## config.mk

```make
export PLATFORM = sky130hd
export DESIGN_NAME = bus_interconnect
export DESIGN_NICKNAME = d
export VERILOG_FILES = /design/src/rtl/bus_pkg.sv /design/src/rtl/bus_addr_decoder.sv /design/src/rtl/bus_interconnect.sv
export SDC_FILE = /design/constraint.sdc
export NUM_CORES = 1
export LEC_CHECK = 0
export BUFFER_PORTS_ARGS = -buffer_cell sky130_fd_sc_hd__buf_2
export CORE_ASPECT_RATIO = 0.5
export CORE_MARGIN = 2
export CORE_UTILIZATION = 40
export DETAILED_ROUTE_END_ITERATION = 16
export PLACE_DENSITY = 0.8
export SLEW_MARGIN = 20
export SYNTH_ARGS = -nofsm -noshare
export SYNTH_HDL_FRONTEND = slang
export SYNTH_SLANG_ARGS = --single-unit
```

## constraint.sdc

```tcl
create_clock -name clk -period 3.93 [get_ports clk]
set_input_delay 0.786 -clock clk [delete_from_list [all_inputs] [get_ports clk]]
set_output_delay 0.786 -clock clk [all_outputs]
set_load 0.05 [all_outputs]
```

## src/rtl/bus_pkg.sv

```systemverilog
// Shared types and constants for the CPU-to-targets bus interconnect.
package bus_pkg;

  typedef enum logic [1:0] {
    IDLE   = 2'd0,
    ACCESS = 2'd1,
    DONE   = 2'd2,
    ERR    = 2'd3
  } state_e;

  // RISC-V funct3 load/store size encodings, forwarded untouched to targets
  localparam logic [2:0] SIZE_LB  = 3'd0;
  localparam logic [2:0] SIZE_LH  = 3'd1;
  localparam logic [2:0] SIZE_LW  = 3'd2;
  localparam logic [2:0] SIZE_LBU = 3'd4;
  localparam logic [2:0] SIZE_LHU = 3'd5;

  localparam logic [31:0] RAM_BASE = 32'h0000_0000;
  localparam logic [31:0] IO_BASE  = 32'h1000_0000;
  localparam logic [31:0] MAP_MASK = 32'hF000_0000;

endpackage

```

## src/rtl/bus_addr_decoder.sv

```systemverilog
// Combinational base/mask address decoder; lowest matching target index wins.
module bus_addr_decoder #(
  parameter int unsigned N_DEV  = 2,
  parameter int unsigned ADDR_W = 32,
  parameter int unsigned SEL_W  = (N_DEV > 1) ? $clog2(N_DEV) : 1,
  parameter logic [N_DEV*ADDR_W-1:0] DEV_BASE = '0,
  parameter logic [N_DEV*ADDR_W-1:0] DEV_MASK = '0
) (
  input  logic [ADDR_W-1:0] addr,
  output logic              hit_c,
  output logic [SEL_W-1:0]  sel_c,
  output logic [N_DEV-1:0]  onehot_c
);

  // Scan from the top down so the lowest matching index is written last
  always_comb begin
    hit_c    = 1'b0;
    sel_c    = '0;
    onehot_c = '0;
    for (int i = int'(N_DEV) - 1; i >= 0; i--) begin
      if ((addr & DEV_MASK[i*ADDR_W +: ADDR_W]) == DEV_BASE[i*ADDR_W +: ADDR_W]) begin
        hit_c       = 1'b1;
        sel_c       = SEL_W'(i);
        onehot_c    = '0;
        onehot_c[i] = 1'b1;
      end
    end
  end

endmodule

```

## src/rtl/bus_interconnect.sv

```systemverilog
// One CPU load/store port to N_DEV address-decoded targets with wait states and timeout.
module bus_interconnect
  import bus_pkg::*;
#(
  parameter int unsigned N_DEV  = 2,
  parameter int unsigned ADDR_W = 32,
  parameter int unsigned DATA_W = 32,
  parameter logic [N_DEV*ADDR_W-1:0] DEV_BASE = {IO_BASE, RAM_BASE},
  parameter logic [N_DEV*ADDR_W-1:0] DEV_MASK = {MAP_MASK, MAP_MASK},
  parameter int unsigned TIMEOUT = 16
) (
  input  logic                    clk,
  input  logic                    rst_n,
  input  logic                    cpu_req,
  input  logic [ADDR_W-1:0]       cpu_addr,
  input  logic                    cpu_we,
  input  logic [2:0]              cpu_size,
  input  logic [DATA_W-1:0]       cpu_wdata,
  output logic [DATA_W-1:0]       cpu_rdata,
  output logic                    cpu_ready,
  output logic                    cpu_err,
  output logic [N_DEV-1:0]        dev_req,
  output logic [ADDR_W-1:0]       dev_addr,
  output logic                    dev_we,
  output logic [2:0]              dev_size,
  output logic [DATA_W-1:0]       dev_wdata,
  input  logic [N_DEV*DATA_W-1:0] dev_rdata,
  input  logic [N_DEV-1:0]        dev_ready
);

  localparam int unsigned SEL_W = (N_DEV > 1) ? $clog2(N_DEV) : 1;
  localparam int unsigned CNT_W = (TIMEOUT > 0) ? $clog2(TIMEOUT + 1) : 1;
  localparam bit          TO_EN = (TIMEOUT != 0);
  localparam logic [CNT_W-1:0] CNT_LAST = TO_EN ? CNT_W'(TIMEOUT - 1) : '0;

  state_e              state, state_nx;
  logic [SEL_W-1:0]    sel_q, sel_nx;
  logic [CNT_W-1:0]    cnt, cnt_nx;
  logic [N_DEV-1:0]    dev_req_nx;
  logic [ADDR_W-1:0]   dev_addr_nx;
  logic                dev_we_nx;
  logic [2:0]          dev_size_nx;
  logic [DATA_W-1:0]   dev_wdata_nx;
  logic                cpu_ready_nx, cpu_err_nx;
  logic [DATA_W-1:0]   cpu_rdata_nx;

  logic                dec_hit;
  logic [SEL_W-1:0]    dec_sel;
  logic [N_DEV-1:0]    dec_onehot;
  logic                ready_sel;
  logic [DATA_W-1:0]   rdata_sel;

  bus_addr_decoder #(
    .N_DEV    (N_DEV),
    .ADDR_W   (ADDR_W),
    .SEL_W    (SEL_W),
    .DEV_BASE (DEV_BASE),
    .DEV_MASK (DEV_MASK)
  ) u_dec (
    .addr     (cpu_addr),
    .hit_c    (dec_hit),
    .sel_c    (dec_sel),
    .onehot_c (dec_onehot)
  );

  // Only the latched target's ready/rdata are observed
  always_comb begin
    ready_sel = 1'b0;
    rdata_sel = '0;
    for (int i = 0; i < int'(N_DEV); i++) begin
      if (sel_q == SEL_W'(i)) begin
        ready_sel = dev_ready[i];
        rdata_sel = dev_rdata[i*DATA_W +: DATA_W];
      end
    end
  end

  always_ff @(posedge clk or negedge rst_n) begin
    if (!rst_n) begin
      state     <= IDLE;
      sel_q     <= '0;
      cnt       <= '0;
      dev_req   <= '0;
      dev_addr  <= '0;
      dev_we    <= 1'b0;
      dev_size  <= '0;
      dev_wdata <= '0;
      cpu_ready <= 1'b0;
      cpu_err   <= 1'b0;
      cpu_rdata <= '0;
    end else begin
      state     <= state_nx;
      sel_q     <= sel_nx;
      cnt       <= cnt_nx;
      dev_req   <= dev_req_nx;
      dev_addr  <= dev_addr_nx;
      dev_we    <= dev_we_nx;
      dev_size  <= dev_size_nx;
      dev_wdata <= dev_wdata_nx;
      cpu_ready <= cpu_ready_nx;
      cpu_err   <= cpu_err_nx;
      cpu_rdata <= cpu_rdata_nx;
    end
  end

  // Response registers are loaded on the transition into DONE/ERR
  always_comb begin
    state_nx     = state;
    sel_nx       = sel_q;
    cnt_nx       = cnt;
    dev_req_nx   = dev_req;
    dev_addr_nx  = dev_addr;
    dev_we_nx    = dev_we;
    dev_size_nx  = dev_size;
    dev_wdata_nx = dev_wdata;
    cpu_ready_nx = 1'b0;
    cpu_err_nx   = 1'b0;
    cpu_rdata_nx = '0;
    unique case (state)
      IDLE: begin
        if (cpu_req) begin
          dev_addr_nx  = cpu_addr;
          dev_we_nx    = cpu_we;
          dev_size_nx  = cpu_size;
          dev_wdata_nx = cpu_wdata;
          sel_nx       = dec_sel;
          cnt_nx       = '0;
          if (dec_hit) begin
            dev_req_nx = dec_onehot;
            state_nx   = ACCESS;
          end else begin
            cpu_ready_nx = 1'b1;
            cpu_err_nx   = 1'b1;
            state_nx     = ERR;
          end
        end
      end
      ACCESS: begin
        if (ready_sel) begin
          dev_req_nx   = '0;
          cpu_ready_nx = 1'b1;
          cpu_rdata_nx = dev_we ? '0 : rdata_sel;
          state_nx     = DONE;
        end else if (TO_EN && (cnt == CNT_LAST)) begin
          dev_req_nx   = '0;
          cpu_ready_nx = 1'b1;
          cpu_err_nx   = 1'b1;
          state_nx     = ERR;
        end else begin
          cnt_nx = cnt + CNT_W'(1);
        end
      end
      DONE:    state_nx = IDLE;
      ERR:     state_nx = IDLE;
      default: state_nx = IDLE;
    endcase
  end

endmodule

```

==> reports/metrics.yaml, run 1 <==
outcome:
  status: "finished clean"
layout:
  antennaDiodeCount: 0
  fin_util_pct: 55.4
  areaGrowthSynthToFinish_pct: 36.6
  drive_gt1_share_pct: 38.7
  fin_nets: 819
  final_area_um2: 6030
detailed_routing:
  drc: 0
  vias_per_cell: 4.55
  ant_nets: 0
  drtIter0Drc: 248
  via_count: 3775
  drt_wl_total_um: 10700
  routedWlPerCell_um: 12.9
  dr.pass1.iters: 4
timing:
  slew_viol_final: 0
  fin_tns_setup_ns: 0
  setup_ws_ns: 1.60
  finClkSkew_ns: 0.00466
  finalCriticalPeriod_ns: 2.33
  setup_viol: 0
  relSlewSlack_pct: 31.7
  post-route-period-util_pct: 59.2
  max_freq_mhz: 430
  hold_viol: 0
  rsz0062_at_grt: "no"
  whs_ns: 0.471
  worst_slew_pin_slew_ns: 1.02
yosys:
  post-synth-top-count-cell: "nand2_1"
  synth_top_area_share_pct: 63.5
  syn_inst: 448
  synth_top_area_cell: "dfrtp_1"
  yosysUniqueCellTypes: 27
  async_flop_share_pct: 100
  ys_ff_latch: 112
  syn_area_um2: 4410
  syn_area_per_cell_um2: 9.85
  synth_edf_count: 0
  syn_nets: 587
  yosys-top-cells-area: "dfrtp_1, nand2_1, mux2i_1"
  synth_commonest_cells: "nand2_1, dfrtp_1, mux2i_1"
  synth_ff_type: "dfrtp_1"
  ys_seq_area_share_pct: 63.5
  synth_warnings: 0
clock_tree:
  clkTransAtPathRegs_ns: 0.07
  htreeDepth: 3
  cts_buffer_depth: 2
  cts_buffers: 9
  cts_tree: "done"
  clkSinkCount: 112
  cts_root_buf: "clkbuf_16"
  worst_skew_pair.late_latency_ns: 0.34
  post_cts_buffers: 0
  cts.repair.resized: 0
  postCtsHoldBufs: 0
global_route:
  grt.total_usage_pct: 17.7
  grt_max_degree: 78
  antenna_found_initial: 0
  grt_pass1_vias: 3705
  grt_pass1_wl_um: 17000
  grt_overflow: 0
die:
  initial_core_util_pct: 40.6
  core.rowCount: 27
  die_h_um: 78.3
  die_area_um2: 11900
  ios: 241
  fp.dieW_um: 153
  core_area_um2: 10900
placement:
  portBuffers: 240
  gp_congestion: 0.778
  place_area_um2: 5740
  place_ws_ns: 1.52
  hpwl_um: 7870
worst_setup_path:
  r2r_slack_ns: 1.60
  cp-start-kind: "register"
  cp_max_fo: 4
  startpoint: "cnt[0]$_DFFE_PN0P_"
  cp-end-kind: "register"
  cp_slowest_stage_delay_ns: 0.47
  critPathSlowestCell: "or3b_2"
  cpMostUsedCell: "ha_1"
  critPathCapture: "cnt[4]$_DFFE_PN0P_"
  reg2reg_depth: 6
  worstReg2RegStart: "cnt[0]$_DFFE_PN0P_"
  path_cells: "ha_1 -> and3_1 -> ha_1 -> or3b_2 -> o21ai_0 -> mux2_2"
  timing.rr.end: "cnt[4]$_DFFE_PN0P_"
  cp.required_ns: 4.16
  critPathKind: "register to register"
  cp.arrival_ns: 2.55
hold_path:
  hold_class: "register to register"
flow_run:
  cap_viol_max_count: 0
power_and_ir_drop:
  power.density_nw_per_um2: 886
  ir_drop_mv: 0.317
  leakage_nw: 3.47
[through the flow]
stage | cells | power [mW]
after global routing | 829 | 5.63
after CTS | 829 | 5.39
after floorplan | 448 | 3.81
after global placement | 814 | 4.43
final | 829 | 5.34
after detailed placement | 814 | 4.48
[final cells by class]
type | instances | area (um2)
Fill cell | 946 | 4850
Sequential cell | 112 | 2800
Multi-Input combinational cell | 308 | 1500
Timing Repair Buffer | 246 | 1250
Clock buffer | 11 | 233
Tap cell | 145 | 181
Clock inverter | 4 | 55.1
Inverter | 3 | 11.3
[routing by layer]
| metal | GRT usage, % | part of all wire (%) | vias to the layer above |
|---|---|---|---|
| li1 | - | - | 1870 |
| met1 | 20.1 | 40 | 1759 |
| met2 | 31.7 | 52 | 116 |
| met3 | 5.02 | 5.6 | 30 |
| met4 | 7.69 | 2.9 | 0 |
| met5 | 0 | 0 | - |
[power breakdown]
part | internal (mW) | total [mW] | switching (mW) | leakage, nW
logic | 0.588 | 2.68 | 2.09 | 1.89
registers | 1.57 | 1.77 | 0.200 | 1.44
clock network | 0.495 | 0.895 | 0.400 | 0.136
total | 2.65 | 5.34 | 2.69 | 3.47
[cell usage in the layout (no fill, tap or decap), drive strengths merged, types with 2 or more instances in the layout]
cell	count
nand2	209
mux2i	35
nand3	2
and3	2
nor2	33
or3b	2
dfrtp	112
o21ai	5
nor3b	2
o32ai	2
nand2b	2
ha	2
mux2	2
a21o	2
inv	4
buf	246
or3	2
clkbuf	11
[worst max-delay path: cells and delay by family, from the launching register on]
family | cells | cell delay [ns]
mux | 1 | 0.38
simple gates | 2 | 0.65
fa+ha+maj | 2 | 0.43
compound gates | 1 | 0.34
flops | 1 | 0.41
[registers in the layout, summed over array words and instances (netlist names), 2 cells and up]
name and cells:
cnt 5, cpu_rdata 32, dev_addr 32, dev_req 2, dev_size 3, dev_wdata 32, state 2
[worst min-delay path by stage]
stage,startpoint,endpoint,slack [ns],cells past startpoint
CTS,dev_addr[17]$_DFFE_PN0P_,dev_addr[17]$_DFFE_PN0P_,0.47,2
global placement,dev_addr[0]$_DFFE_PN0P_,dev_addr[0]$_DFFE_PN0P_,0.45,2
floorplan,cnt[2]$_DFFE_PN0P_,cnt[2]$_DFFE_PN0P_,0.45,1
finish,dev_wdata[7]$_DFFE_PN0P_,dev_wdata[7]$_DFFE_PN0P_,0.47,2
detailed placement,dev_addr[17]$_DFFE_PN0P_,dev_addr[17]$_DFFE_PN0P_,0.46,2
global route,dev_addr[16]$_DFFE_PN0P_,dev_addr[16]$_DFFE_PN0P_,0.50,2
[cells by family (layout without fill, tap and decap cells)]
logic type               Yosys count  in the layout  synth area share (%)
flip-flops                       112            112                  63.5
adder cells (fa/ha/maj)            2              2                 0.567
AO/OA/AOI/OAI                     12             12                  1.79
multiplexers                      37             37                  8.54
buffers and inverters             28            264                  2.69
AND/OR/NAND/NOR                  257            257                  22.9
(Power assumes the default switching activity.)
==> run 2, diff against run 1 <==
--- a/config.mk
+++ b/config.mk
@@ -5,12 +5,13 @@
 export SDC_FILE = /design/constraint.sdc
 export NUM_CORES = 1
 export LEC_CHECK = 0
+export ABC_AREA = 1
 export BUFFER_PORTS_ARGS = -buffer_cell sky130_fd_sc_hd__buf_2
 export CORE_ASPECT_RATIO = 0.5
 export CORE_MARGIN = 2
 export CORE_UTILIZATION = 40
 export DETAILED_ROUTE_END_ITERATION = 16
-export PLACE_DENSITY = 0.8
+export PLACE_DENSITY = 0.79
 export SLEW_MARGIN = 20
 export SYNTH_ARGS = -nofsm -noshare
 export SYNTH_HDL_FRONTEND = slang
==> constraint.sdc (replaced) <==
create_clock -name clk -period 2.15 [get_ports clk]
set_input_delay 0.43 -clock clk [delete_from_list [all_inputs] [get_ports clk]]
set_output_delay 0.43 -clock clk [all_outputs]
set_load 0.05 [all_outputs]
==> run 2 against run 1 <==
Against the previous run:
- clock power up 85%
- synthesized cell count up 12%
- clock-buffer cell count down 1
- register-to-register slack worse by 1.2 ns
- hold slack worse by 0.43 ns
- via count up 6.2%
- first-iteration DRC count down 11%
- setup slack worse by 1.2 ns
- wire length up 5.7%
- fmax up 30%
- sequential power up 83%
- power up 86%
- largest power group unchanged
==> reports/metrics.yaml, run 2 <==
global_route:
  grt_pass1_vias: 4006
  busiest_layer: "met2"
  grt_util_met2_pct: 33.6
  grt_pass1_wl_um: 18100
  grt_max_degree: 46
  use_met3_pct: 4.94
  met1_usage_pct: 21.1
  grt.total_usage_pct: 18.6
  antenna_found_initial: 0
  grt_overflow: 0
clock_tree:
  htreeDepth: 3
  cts_buffer_depth: 2
  clkSinkCount: 112
  worst_skew_pair.late_latency_ns: 0.34
  cts_root_buf: "clkbuf_16"
  cts.repair.resized: 0
  clkTransAtPathRegs_ns: 0.07
  postCtsHoldBufs: 0
  cts_tree: "done"
  cts_buffers: 9
  post_cts_buffers: 0
worst_setup_path:
  critical_path.top_delay_family: "simple AND/OR/NAND/NOR gates"
  timing.rr.end: "cpu_rdata[5]$_DFF_PN0_"
  critPathKind: "register to register"
  critPathSlowestCell: "nand3_4"
  cp-end-kind: "register"
  r2r_slack_ns: 0.36
  cp_slowest_stage_delay_ns: 0.41
  cp-start-kind: "register"
  cp.arrival_ns: 2.04
  cp_max_fo: 33
  crit_buf_inv: 1
  worstReg2RegStart: "sel_q$_DFFE_PN0P_"
  reg2reg_depth: 5
  path_cells: "buf_4 -> nand2_1 -> nand2_2 -> nand3_4 -> a21oi_2"
  cp.required_ns: 2.40
timing:
  slew_viol_final: 0
  hold_viol: 0
  fin_tns_setup_ns: 0
  post-route-period-util_pct: 83.5
  finClkSkew_ns: 0.00563
  setup_viol: 0
  worst_slew_pin_slew_ns: 0.564
  setup_ws_ns: 0.355
  relSlewSlack_pct: 62.4
  finalCriticalPeriod_ns: 1.79
  max_freq_mhz: 557
  rsz0062_at_grt: "no"
outcome:
  status: "finished clean"
layout:
  areaGrowthSynthToFinish_pct: 35.3
  layout_common_cells: "nand2_1, buf_2, dfrtp_1"
  final-seq-area_um2: 2800
  drive_gt1_share_pct: 40.9
  antennaDiodeCount: 0
  reg_top3: "cpu_rdata: 32 flops, dev_addr: 32 flops, dev_wdata: 32 flops"
  nFillCells: 1002
  multiInputGateArea_um2: 1540
  fin_nets: 874
  final_cells: 884
  final_common_cell: "nand2_1"
yosys:
  synth_top_area_share_pct: 61.5
  ys_ff_latch: 112
  ys_seq_area_share_pct: 61.5
  syn_area_um2: 4560
  yosys-top-cells-area: "dfrtp_1, nand2_1, a21oi_2"
  post-synth-top-count-cell: "nand2_1"
  synth_commonest_cells: "nand2_1, dfrtp_1, a21oi_2"
  async_flop_share_pct: 100
  yosysUniqueCellTypes: 23
  synth_ff_type: "dfrtp_1"
  syn_inst: 501
  synth_top_area_cell: "dfrtp_1"
  syn_nets: 640
  synth_warnings: 0
  syn_area_per_cell_um2: 9.10
  synth_edf_count: 0
detailed_routing:
  via_count: 4010
  drc: 0
  routedWlPerCell_um: 12.8
  drt_wl_total_um: 11300
  vias_per_cell: 4.54
  drtIter0Drc: 221
  dr.pass1.iters: 4
  ant_nets: 0
placement:
  portBuffers: 240
  place_ws_ns: 0.332
  gp_congestion: 0.798
  placed_cells: 869
  hpwl_um: 8500
flow_run:
  cap_viol_max_count: 0
power_and_ir_drop:
  power.density_nw_per_um2: 1610
  report.power.total_mw: 9.92
  leakage_nw: 3.58
  ir_drop_mv: 0.551
die:
  initial_core_util_pct: 41.3
  core_area_um2: 11000
  core.rowCount: 27
  die_h_um: 79.5
  ios: 241
  fp.dieW_um: 155
  die_area_um2: 12300
hold_path:
  hold_class: "input port to asynchronous set/reset pin"
-- run 2: cells by family after synthesis --
group / synth area share, %
and+or+nand+nor: 26.1
DFF: 61.5
AOI/OAI and AO/OA: 7.00
buffers and inverters: 4.72
adders and majority gates: 0.549
xor gates and xnor gates: 0.192
-- run 2: stage by stage --
step                      area (um2)  util, %  hold slack [ns]
after global routing            6170     55.8           0.0603
final                           6170     55.8           0.0365
after CTS                       6170     55.8           0.0414
after floorplan                 4560        -            0.134
after global placement          5870     53.2            0.412
after detailed placement        5870     53.2            0.416
-- run 2: how the worst max path moves through the flow --
stage                       startpoint                       to  slack, ns  depth (start not counted)
finish               sel_q$_DFFE_PN0P_   cpu_rdata[5]$_DFF_PN0_       0.36                          5
global route         sel_q$_DFFE_PN0P_  cpu_rdata[23]$_DFF_PN0_       0.15                          5
global placement     sel_q$_DFFE_PN0P_   cpu_rdata[0]$_DFF_PN0_       0.42                          5
detailed placement   sel_q$_DFFE_PN0P_   cpu_rdata[5]$_DFF_PN0_       0.33                          5
CTS                  sel_q$_DFFE_PN0P_   cpu_rdata[5]$_DFF_PN0_       0.33                          5
floorplan           cnt[0]$_DFFE_PN0P_       cnt[0]$_DFFE_PN0P_       0.69                         10
-- run 2: worst reg2reg max path, stage by stage, from the launching register on --
cell,delay [ns]
dfrtp_1,0.39
buf_4,0.34
nand2_1,0.14
nand2_2,0.13
nand3_4,0.41
a21oi_2,0.30
-- run 2: layer usage --
metal | share of wire, % | up-vias
met3 | 5.2 | 34
li1 | - | 1993
met1 | 40 | 1861
met5 | 0 | -
met4 | 3.5 | 0
met2 | 51 | 122
-- run 2: report_power, final --
group	switching, mW	internal (mW)
combinational	3.95	1.07
clock	0.735	0.930
sequential	0.375	2.86
total	5.06	4.86
-- run 2: final cells by class --
cell class | instances | share of cell area (%)
sequential | 112 | 45.4
clock buffer | 10 | 3.88
clock inverter | 5 | 0.913
multi-input combinational | 350 | 25.0
inverter | 14 | 0.893
timing repair buffer | 248 | 20.9
tap | 145 | 2.94
==> run 3, diff against run 2 <==
--- a/config.mk
+++ b/config.mk
@@ -5,13 +5,13 @@
 export SDC_FILE = /design/constraint.sdc
 export NUM_CORES = 1
 export LEC_CHECK = 0
-export ABC_AREA = 1
+export ABC_AREA = 0
 export BUFFER_PORTS_ARGS = -buffer_cell sky130_fd_sc_hd__buf_2
 export CORE_ASPECT_RATIO = 0.5
 export CORE_MARGIN = 2
 export CORE_UTILIZATION = 40
 export DETAILED_ROUTE_END_ITERATION = 16
-export PLACE_DENSITY = 0.79
+export PLACE_DENSITY = 0.8
 export SLEW_MARGIN = 20
 export SYNTH_ARGS = -nofsm -noshare
 export SYNTH_HDL_FRONTEND = slang
==> constraint.sdc (replaced) <==
create_clock -name clk -period 1.75 [get_ports clk]
set_input_delay 0.35 -clock clk [delete_from_list [all_inputs] [get_ports clk]]
set_output_delay 0.35 -clock clk [all_outputs]
set_load 0.05 [all_outputs]
==> run 3 against run 2 <==
Against the previous run:
- the run now ends with setup timing left
- wire length decreased by 5.5%
- hold slack gained 0.16 ns
- critical path depth grew 1
- clock skew increased by 0.0012 ns
- highest routed layer unchanged
- fmax shrank 4.3%
==> reports/metrics.yaml, run 3 (synthesis gave the netlist of run 1 again) <==
outcome:
  status: "finished, violations left"
  failed_checks: "setup timing"
timing:
  rsz0062_at_grt: "yes"
  post-route-period-util_pct: 107
  finalCriticalPeriod_ns: 1.88
  worst_slew_pin_slew_ns: 0.530
  slew_viol_final: 0
  max_freq_mhz: 533
  finClkSkew_ns: 0.00683
  fin_tns_setup_ns: -0.300
  setup_ws_ns: -0.126
  hold_viol: 0
  relSlewSlack_pct: 64.7
  setup_viol: 4
detailed_routing:
  dr.pass1.iters: 4
  drtIter0Drc: 268
  vias_per_cell: 4.50
  drt_wl_total_um: 10700
  routedWlPerCell_um: 12.7
  ant_nets: 0
  drc: 0
  via_count: 3776
global_route:
  grt_overflow: 0
  grt.total_usage_pct: 18.0
  grt_pass1_vias: 3679
  grt_pass1_wl_um: 17200
  grt_max_degree: 53
  antenna_found_initial: 0
layout:
  fin_nets: 829
  layout_common_cells: "buf_2, nand2_1, dfrtp_1"
  antennaDiodeCount: 0
  areaGrowthSynthToFinish_pct: 40.8
  drive_gt1_share_pct: 40.0
  multiInputGateArea_um2: 1540
  final_area_um2: 6210
  final_common_cell: "buf_2"
  nFillCells: 941
  reg_top3: "cpu_rdata: 32 flops, dev_addr: 32 flops, dev_wdata: 32 flops"
  final-seq-area_um2: 2800
  fin_util_pct: 57.1
die:
  ios: 241
  initial_core_util_pct: 40.6
  die_h_um: 78.3
  core.rowCount: 27
  fp.dieW_um: 153
  die_area_um2: 11900
  core_area_um2: 10900
worst_setup_path:
  cp.arrival_ns: 2.10
  cp-start-kind: "register"
  cp-end-kind: "register"
  reg2reg_depth: 6
  worstReg2RegStart: "cnt[0]$_DFFE_PN0P_"
  r2r_slack_ns: -0.13
  cp.required_ns: 1.98
  cp_max_fo: 2
  cp_slowest_stage_delay_ns: 0.39
  path_cells: "ha_2 -> and3_4 -> ha_4 -> or3b_4 -> o21ai_4 -> mux2_4"
  timing.rr.end: "cnt[4]$_DFFE_PN0P_"
  critPathKind: "register to register"
  startpoint: "cnt[0]$_DFFE_PN0P_"
  critPathSlowestCell: "dfrtp_1"
placement:
  place_ws_ns: -0.157
  hpwl_um: 8110
  portBuffers: 240
  gp_congestion: 0.817
  place_area_um2: 5910
power_and_ir_drop:
  ir_drop_mv: 0.704
  leakage_nw: 3.55
  report.power.total_mw: 12.2
  power.density_nw_per_um2: 1960
hold_path:
  min_path_cells: 3
  hp-start: "cpu_addr[24]"
  hold_end: "dev_addr[24]$_DFFE_PN0P_"
  hold_class: "input port to register"
clock_tree:
  worst_skew_pair.late_latency_ns: 0.34
  clkSinkCount: 112
  clkTransAtPathRegs_ns: 0.07
  cts_tree: "done"
  cts_root_buf: "clkbuf_16"
  cts_buffers: 9
  htreeDepth: 3
  cts_buffer_depth: 2
flow_run:
  cap_viol_max_count: 0
[run 3: cell types whose count changed in the layout (fill, tap and decap cells not counted), sizes merged, moves of 3 or more]
cell | previous run | this run
clkbuf | 10 | 13
nor2 | 9 | 33
buf | 248 | 255
inv | 15 | 3
mux2i | 0 | 35
o21ai | 8 | 5
a21oi | 32 | 1
nand3 | 7 | 2
nand2 | 288 | 209
[run 3: power breakdown]
part           total (mW)  switching (mW)  internal (mW)
Combinational        6.23            4.77           1.46
Sequential           3.96           0.437           3.52
Clock                1.98           0.865           1.11
[run 3: worst max path at each step]
| stage | end | depth (start not counted) |
|---|---|---|
| 2_1_floorplan | cnt[4]$_DFFE_PN0P_ | 6 |
| 3_3_place_gp | cnt[4]$_DFFE_PN0P_ | 6 |
| 3_5_place_dp | cnt[4]$_DFFE_PN0P_ | 6 |
| 4_1_cts | cnt[4]$_DFFE_PN0P_ | 6 |
| 5_1_grt | cnt[4]$_DFFE_PN0P_ | 6 |
| 6_report | cnt[4]$_DFFE_PN0P_ | 6 |
[run 3: layout make-up]
type                    instances  area share [%]
flip-flops and latches        112            45.1
multi-input cells             308            24.8
repair buffers                256            22.4
clock buffers                  13            3.87
well taps                     145            2.92
clock inverters                 3           0.705
inverters                       3           0.181
[run 3: timing repair]
item                                   4_1_cts  5_1_grt
hold buffers                                 1        0
setup endpoints to repair                    4       38
endpoints found under the hold margin       29        0
resized for setup                            0        2
buffers inserted                             0        0
pin swaps                                    2        0
[run 3: metrics by stage]
step / instances / hold WS (ns)
floorplan: 448 / 0.0544
global placement: 823 / 0.339
detailed placement: 823 / 0.342
CTS: 840 / 0.180
global route: 840 / 0.185
finish: 840 / 0.194
[run 3: routing by layer]
| layer | track usage (%) | vias to the layer above | part of all wire, % |
|---|---|---|---|
| met1 | 21.0 | 1755 | 40 |
| li1 | - | 1887 | - |
| met3 | 4.86 | 23 | 5.3 |
| met4 | 6.30 | 0 | 2.3 |
| met2 | 32.4 | 111 | 52 |
| met5 | 0 | - | 0 |
[run 3: worst max-delay path: cells and delay by family, from the launching register on]
kind | cells | cell delay, ns
flops | 1 | 0.39
mux | 1 | 0.31
fa+ha+maj | 2 | 0.33
simple gates | 2 | 0.57
compound gates | 1 | 0.16
